File: src/rtl/pipelined_mux_tree.sv
// Parametrised N:1 multiplexer built from 2:1 levels with a register stage every
// STAGE_LEVELS levels, valid tagging, out-of-range detection and a global stall.
module pipelined_mux_tree #(
   parameter int NUM_IN       = 512,
   parameter int SELWIDTH     = 9,
   parameter int DWIDTH       = 1,
   parameter int STAGE_LEVELS = 2
) (
   input  logic                     clk,
   input  logic                     rst,
   input  logic                     en,
   input  logic [NUM_IN*DWIDTH-1:0] din,
   input  logic [SELWIDTH-1:0]      sel,
   input  logic                     in_valid,
   output logic [DWIDTH-1:0]        qout,
   output logic                     qout_valid,
   output logic                     qerr
);

   localparam int NUM_STAGES = (SELWIDTH + STAGE_LEVELS - 1) / STAGE_LEVELS;
   localparam int LEAVES     = 2 ** SELWIDTH;
   localparam int LAST       = NUM_STAGES - 1;

   logic oor_in;

   generate
      if (NUM_IN >= LEAVES) begin : g_full
         assign oor_in = 1'b0;
      end else begin : g_part
         assign oor_in = (sel >= SELWIDTH'(NUM_IN));
      end
   endgenerate

   // Each g_stage holds a register boundary and the 2:1 levels that follow it.
   // The last stage's levels feed the output register directly.
   genvar b;
   generate
      for (b = 0; b < NUM_STAGES; b++) begin : g_stage
         localparam int REM       = SELWIDTH - b * STAGE_LEVELS;
         localparam int CONS      = (REM < STAGE_LEVELS) ? REM : STAGE_LEVELS;
         localparam int NODES     = 2 ** REM;
         localparam int OUT_NODES = 2 ** (REM - CONS);

         logic [NODES*DWIDTH-1:0]     nodes;
         logic [REM-1:0]              sel_q;
         logic                        valid_q;
         logic                        oor_q;
         logic [OUT_NODES*DWIDTH-1:0] mux_out;

         if (b == 0) begin : g_capture
            logic [NUM_IN*DWIDTH-1:0] din_q;

            always_ff @(posedge clk or negedge rst) begin
               if (!rst) begin
                  din_q   <= '0;
                  sel_q   <= '0;
                  valid_q <= 1'b0;
                  oor_q   <= 1'b0;
               end else if (en) begin
                  din_q   <= din;
                  sel_q   <= sel;
                  valid_q <= in_valid;
                  oor_q   <= oor_in;
               end
            end

            // Leaves beyond NUM_IN are tied to zero.
            if (NUM_IN < LEAVES) begin : g_pad
               assign nodes = {{((LEAVES - NUM_IN) * DWIDTH){1'b0}}, din_q};
            end else begin : g_nopad
               assign nodes = din_q;
            end
         end else begin : g_pipe
            logic [NODES*DWIDTH-1:0] data_q;

            always_ff @(posedge clk or negedge rst) begin
               if (!rst) begin
                  data_q  <= '0;
                  sel_q   <= '0;
                  valid_q <= 1'b0;
                  oor_q   <= 1'b0;
               end else if (en) begin
                  data_q  <= g_stage[b-1].mux_out;
                  sel_q   <= g_stage[b-1].sel_q[REM+STAGE_LEVELS-1:STAGE_LEVELS];
                  valid_q <= g_stage[b-1].valid_q;
                  oor_q   <= g_stage[b-1].oor_q;
               end
            end

            assign nodes = data_q;
         end

         // Reduce in place: level l halves the node count using the lowest
         // not-yet-consumed select bit held by this stage.
         always_comb begin
            logic [DWIDTH-1:0] lvl [NODES];
            for (int i = 0; i < NODES; i++) begin
               lvl[i] = nodes[i*DWIDTH +: DWIDTH];
            end
            for (int l = 0; l < CONS; l++) begin
               for (int j = 0; j < (NODES >> (l + 1)); j++) begin
                  lvl[j] = sel_q[l] ? lvl[2*j+1] : lvl[2*j];
               end
            end
            for (int i = 0; i < OUT_NODES; i++) begin
               mux_out[i*DWIDTH +: DWIDTH] = lvl[i];
            end
         end
      end
   endgenerate

   // Bubbles leave qout/qerr untouched; only qout_valid follows the stage valid.
   always_ff @(posedge clk or negedge rst) begin
      if (!rst) begin
         qout       <= '0;
         qout_valid <= 1'b0;
         qerr       <= 1'b0;
      end else if (en) begin
         qout_valid <= g_stage[LAST].valid_q;
         if (g_stage[LAST].valid_q) begin
            qout <= g_stage[LAST].oor_q ? '0 : g_stage[LAST].mux_out;
            qerr <= g_stage[LAST].oor_q;
         end
      end
   end

endmodule
File: config.mk
export PLATFORM = sky130hd
export DESIGN_NAME = pipelined_mux_tree
export DESIGN_NICKNAME = d
export VERILOG_FILES = /design/src/rtl/pipelined_mux_tree.sv
export SDC_FILE = /design/constraint.sdc
export NUM_CORES = 1
export LEC_CHECK = 0
export CAP_MARGIN = 15
export CORE_ASPECT_RATIO = 1.5
export CORE_MARGIN = 1
export CORE_UTILIZATION = 55
export CTS_BUF_LIST = sky130_fd_sc_hd__clkbuf_8
export DETAILED_ROUTE_END_ITERATION = 6
export GPL_TIMING_DRIVEN = 1
export PLACE_DENSITY = 0.89
export SYNTH_ARGS = -nofsm -noshare
export SYNTH_HDL_FRONTEND = slang
export SYNTH_SLANG_ARGS = --single-unit
File: constraint.sdc
create_clock -name clk -period 1.3 [get_ports clk]
set_input_delay 0.195 -clock clk [delete_from_list [all_inputs] [get_ports clk]]
set_output_delay 0.195 -clock clk [all_outputs]
set_load 0.05 [all_outputs]
---- Yosys cells after proc, flatten, opt, wreduce, memory -nomap -nowiden ----
Index checks and enable logic that the tools add are counted.
storage, ports and cells
  latch bits .............................. 0
  input bits .............................. 525
  ROM bits ................................ 0
  memories kept ........................... 0
  memory bits (writable) .................. 0
  flip-flop bits (word level) ............. 714
operators by class
  mux-type cells .......................... 511
  divide/modulo/power cells ............... 0
  reduce and logical (&&, ||, !) cells .... 1
  multiply operators ...................... 0
  bitwise operators ....................... 0
  add/subtract/negate cells ............... 0
  $lt $le $gt $ge ......................... 0
  shift operators ......................... 0
  eq/ne operators ......................... 0
operators by type and width
  operator             count
  two-way mux 1 bit    511
  AND reduction 2 bit  1

---- Logic depth before layout (Yosys ltp) ----
  depth in word-level cells ............... 2
  gate-level depth with buffers ........... 5
  mapped depth without buffers ............ 2

---- Worst setup path after synthesis ----
OpenSTA, ideal clock, no wires.
  kind .................................... register -> register
  start ................................... register g_stage[0].sel_q[0]
  end ..................................... register g_stage[1].g_pipe.data_q[10]
  arrival ................................. 1068 ps
  period minus slack after synthesis ...... 1211 ps
  library setup time ...................... 142 ps
  buffers on the path ..................... 3
  path slack .............................. 89 ps
  cell stages (with the launch flop) ...... 6
  cells stage by stage .................... dfrtp_1 > buf_2 > buf_4 > buf_4 > mux2i_1 > o221ai_1
between the ends
  longest elaborated chain between the ends .. 2
  elaborated cells between the ends (all ways) .. 3
ends and longest elaborated chain
  item                    RTL line  source
  from (decl)             45        logic [REM-1:0] sel_q;
  from (signal assigned)  61        sel_q <= sel;
  two-way mux 1 bit       102       lvl[j] = sel_q[l] ? lvl[2*j+1] : lvl[2*j];
  two-way mux 1 bit (*)   102
  to (signal assigned)    83        data_q <= g_stage[b-1].mux_out;
  to (decl)               74        logic [NODES*DWIDTH-1:0] data_q;
Mark *: on every way between the ends. The rest lies on a longest branch, timed or not.
A chain may end at the register's enable or synchronous reset.

---- Final worst setup path ----
  start ................................... register g_stage[0].sel_q[0]
  end ..................................... register g_stage[1].g_pipe.data_q[87]
Same word-level chain as after synthesis.

==> summary.md <==
| Metric | Value |
|---|---|
| Main synth FF type | `dfrtp_1` |
| Clk_lat worst skew | `0.70 ns` |
| First-pass GRT wire length | `137000 um` |
| Tmin final | `1.56 ns` |
| Final Skew | `0.0402 ns` |
| Crit Path Class | `flop to flop` |
| Max Cap Violations | `0` |
| Largest family of logic cells by synthesized area | `multiplexers` |
| Post-Synthesis Cell Area | `31000 um^2` |
| Routed Antenna Nets | `0` |
| Max Fanout on Critical Path | `7` |
| Dpl cells | `3327` |
| Maximum clock rate | `0.640 GHz` |
| Die ar. | `57300 um^2` |
| Synth cell types | `15` |
| Post-DP HPWL | `58400 um` |
| Util after Layout | `76.3%` |
| Die X | `196 um` |
| Clock buffer count from CTS | `101` |
| IO buf count | `526` |
| Part of the cycle the worst path needs | `120%` |
| Most common cell in the netlist | `dfrtp_1` |
| CP peak stage delay | `0.56 ns` |
| Failing checks | `setup timing` |
| CP cell instances | `buf_12 > buf_16 > buf_12 > mux2i_1 > o221ai_1` |
| H-tree depth | `3` |
| Synth top area cells | `dfrtp_1, mux2_2, mux2i_1, o221ai_1, nand2b_1` |
| Synth Area in Simple Gates | `3.56%` |
| Initial Util | `55.6%` |
| DR iter-0 viols | `1128` |
| Mapped Cells | `2104` |
| XOR/XNOR Fraction of Synth Area | `0%` |
| Setup ws final | `-0.263 ns` |
| Final WL | `93400 um` |
| Initial antenna violation count | `6` |
| Post-Synth Adder-Cell Area | `0%` |
| Pin count of the biggest net entering global routing | `81` |
| Post-synthesis compound-gate area fraction | `4.84%` |
| Syn_nets | `2629` |
| Worst-margin pin slew | `0.779 ns` |
| Synth top cells by count | `dfrtp_1, mux2_2, mux2i_1, nand2b_1, o221ai_1` |
| Startpoint types | `flop` |
| Synthesized flop and latch total | `714` |
| Max clock buf depth | `3` |
| Critical path endpoint category | `flop` |
| GPL Wtd Cong | `0.867` |
| Routed vias | `21400` |
| Number of global-route vias before repair | `24100` |
| Sequential fraction of the synthesis area | `57.7%` |
| Fraction of layout cells with a size suffix above 1 | `35.7%` |
| Fraction of registers with async set/reset | `100%` |
| PwrDens | `1370 nW/um^2` |
| Post-synth EDFFs | `0` |
| Yosys warnings | `0` |
| RSZ-0062 raised after global routing | `true` |
| Placed Area | `38300 um^2` |
| Final cell count without fillers | `3558` |
| CTS Sinks | `714` |
| DR WL/cell | `26.3 um` |
| Total gr overflow | `0` |
| Root Buffer | `clkbuf_8` |
| Outcome | `complete, but fails checks` |
| Synth Area per Inst | `14.7 um^2` |
| Slew headroom | `47.9%` |
| Critical Path RT | `1.85 ns` |
| CP most frequent cell | `buf_12` |
| Peak supply drop | `994 uV` |
| Critical path's slowest cell | `dfrtp_4` |
| Mux share of post-synthesis cell area | `30.8%` |
| Fin area | `42500 um^2` |
| Io pins | `528` |
| Final Hold Vio Count | `0` |
| Clk slew on worst S/H paths | `0.07 ns` |
| Worst hold path class | `input port to flop` |
| Synth top area share | `57.7%` |
| Row count | `106` |
| Die Y | `293 um` |
| Synth area leader | `dfrtp_1` |
| Pleak | `18.0 nW` |
| Count of pins over their slew limit | `0` |
| CTS tree | `yes` |
| CP arrival | `2.11 ns` |
| Router iterations before antenna repair | `5` |
| Nets | `3297` |
| Core area | `55700 um^2` |
| Final setup vio count | `152` |
| DR vias/cell | `6.01` |
| Total track usage | `31.5%` |
| Area grow syn2layout | `37.2%` |
| Reg-to-reg slack, setup | `-0.26 ns` |
| DRC viols | `0` |
where the power goes:
group          total, mW  internal (mW)  switching, mW
sequential          27.6           25.2           2.39
clock               18.0           9.18           8.82
combinational       12.5           7.29           5.24
total               58.1           41.7           16.5
metal layers:
layer  part of all wire, %  routed length [um]  vias up  track usage, %
met5                 0.028                  26        -               0
met4                   6.3                5870        4            19.8
met3                   5.6                5260      327            5.39
met2                    53               49600      973            56.5
met1                    35               32600    11000            34.6
li1                      -                   -     9121               -
layout by cell type, fill, tap and decap left out, drive strengths merged, types with 4 or more instances in the layout:
cell           Yosys  layout
mux2i            341     341
nand2              4       4
dfrtp            714     714
buf              124     191
clkinv             0      11
clkdlybuf4s50      0     522
o221ai           170     170
inv                0      39
clkbuf            31     134
mux2             543     543
diode              0       4
nand2b           174     174
area by class of cell:
cell class                 count  area, um^2
tap                          702         878
clock buffer                 130        1790
multi-input combinational   1235       13200
fill                        2961       13200
timing repair buffer         720        8440
antenna                        4        10.0
sequential                   714       17900
clock inverter                53         277
stage by stage:
stage / hold WS (ns) / TNS, ns / power, mW / setup slack [ns]
after global placement: 0.105 / -3.11 / 37.2 / -0.114
after CTS: 0.0387 / -19.82 / 56.9 / -0.229
after floorplan: -0.101 / 0 / 32.5 / 0.0892
after detailed placement: 0.102 / -8.89 / 37.8 / -0.149
after global routing: 0.0684 / -24.99 / 60.2 / -0.288
final: 0.0972 / -20.50 / 58.1 / -0.263
sequential cells by signal, indices dropped and copies added (netlist names):
signal / count
qout: 1
g_stage.sel_q: 25
g_stage.valid_q: 5
g_stage.g_pipe.data_q: 170
qout_valid: 1
g_stage.g_capture.din_q: 512
path summary, 6_finish.rpt:
path                                                                to                               startpoint  depth (start not counted)
min                        g_stage[0].g_capture.din_q[326]$_DFFE_PN0P_                                 din[326]                          2
max reg2reg                   g_stage[1].g_pipe.data_q[87]$_DFFE_PN0P_          g_stage[0].sel_q[0]$_DFFE_PN0P_                          5
min in group asynchronous  g_stage[0].g_capture.din_q[360]$_DFFE_PN0P_                                      rst                          3
max                           g_stage[1].g_pipe.data_q[87]$_DFFE_PN0P_          g_stage[0].sel_q[0]$_DFFE_PN0P_                          5
min reg2reg                    g_stage[3].g_pipe.data_q[3]$_DFFE_PN0P_  g_stage[3].g_pipe.data_q[3]$_DFFE_PN0P_                          2
max in group asynchronous              g_stage[1].sel_q[5]$_DFFE_PN0P_                                      rst                          3
kinds of logic (layout without fill, tap and decap cells):
group / Yosys count / count (layout)
DFF: 714 / 714
and+or+nand+nor: 178 / 178
AOI/OAI and AO/OA: 172 / 172
muxes: 884 / 884
other: 1 / 5
buffers and inverters: 155 / 903
worst max-delay path, delay by kind of cell (launching register included):
kind	cells	cell delay, ns
flip-flops	1	0.56
buffers and inverters	3	0.49
multiplexers	1	0.19
AO/OA/AOI/OAI	1	0.16
repair_timing:
action | CTS | global route
buffers inserted | 21 | 7
hold buffers | 3 | 1
setup endpoints to repair | 138 | 173
gates cloned | 16 | 4
endpoints found under the hold margin | 719 | 10
pin swaps | 73 | 33
resized for setup | 144 | 136
(Power assumes the default switching activity.)
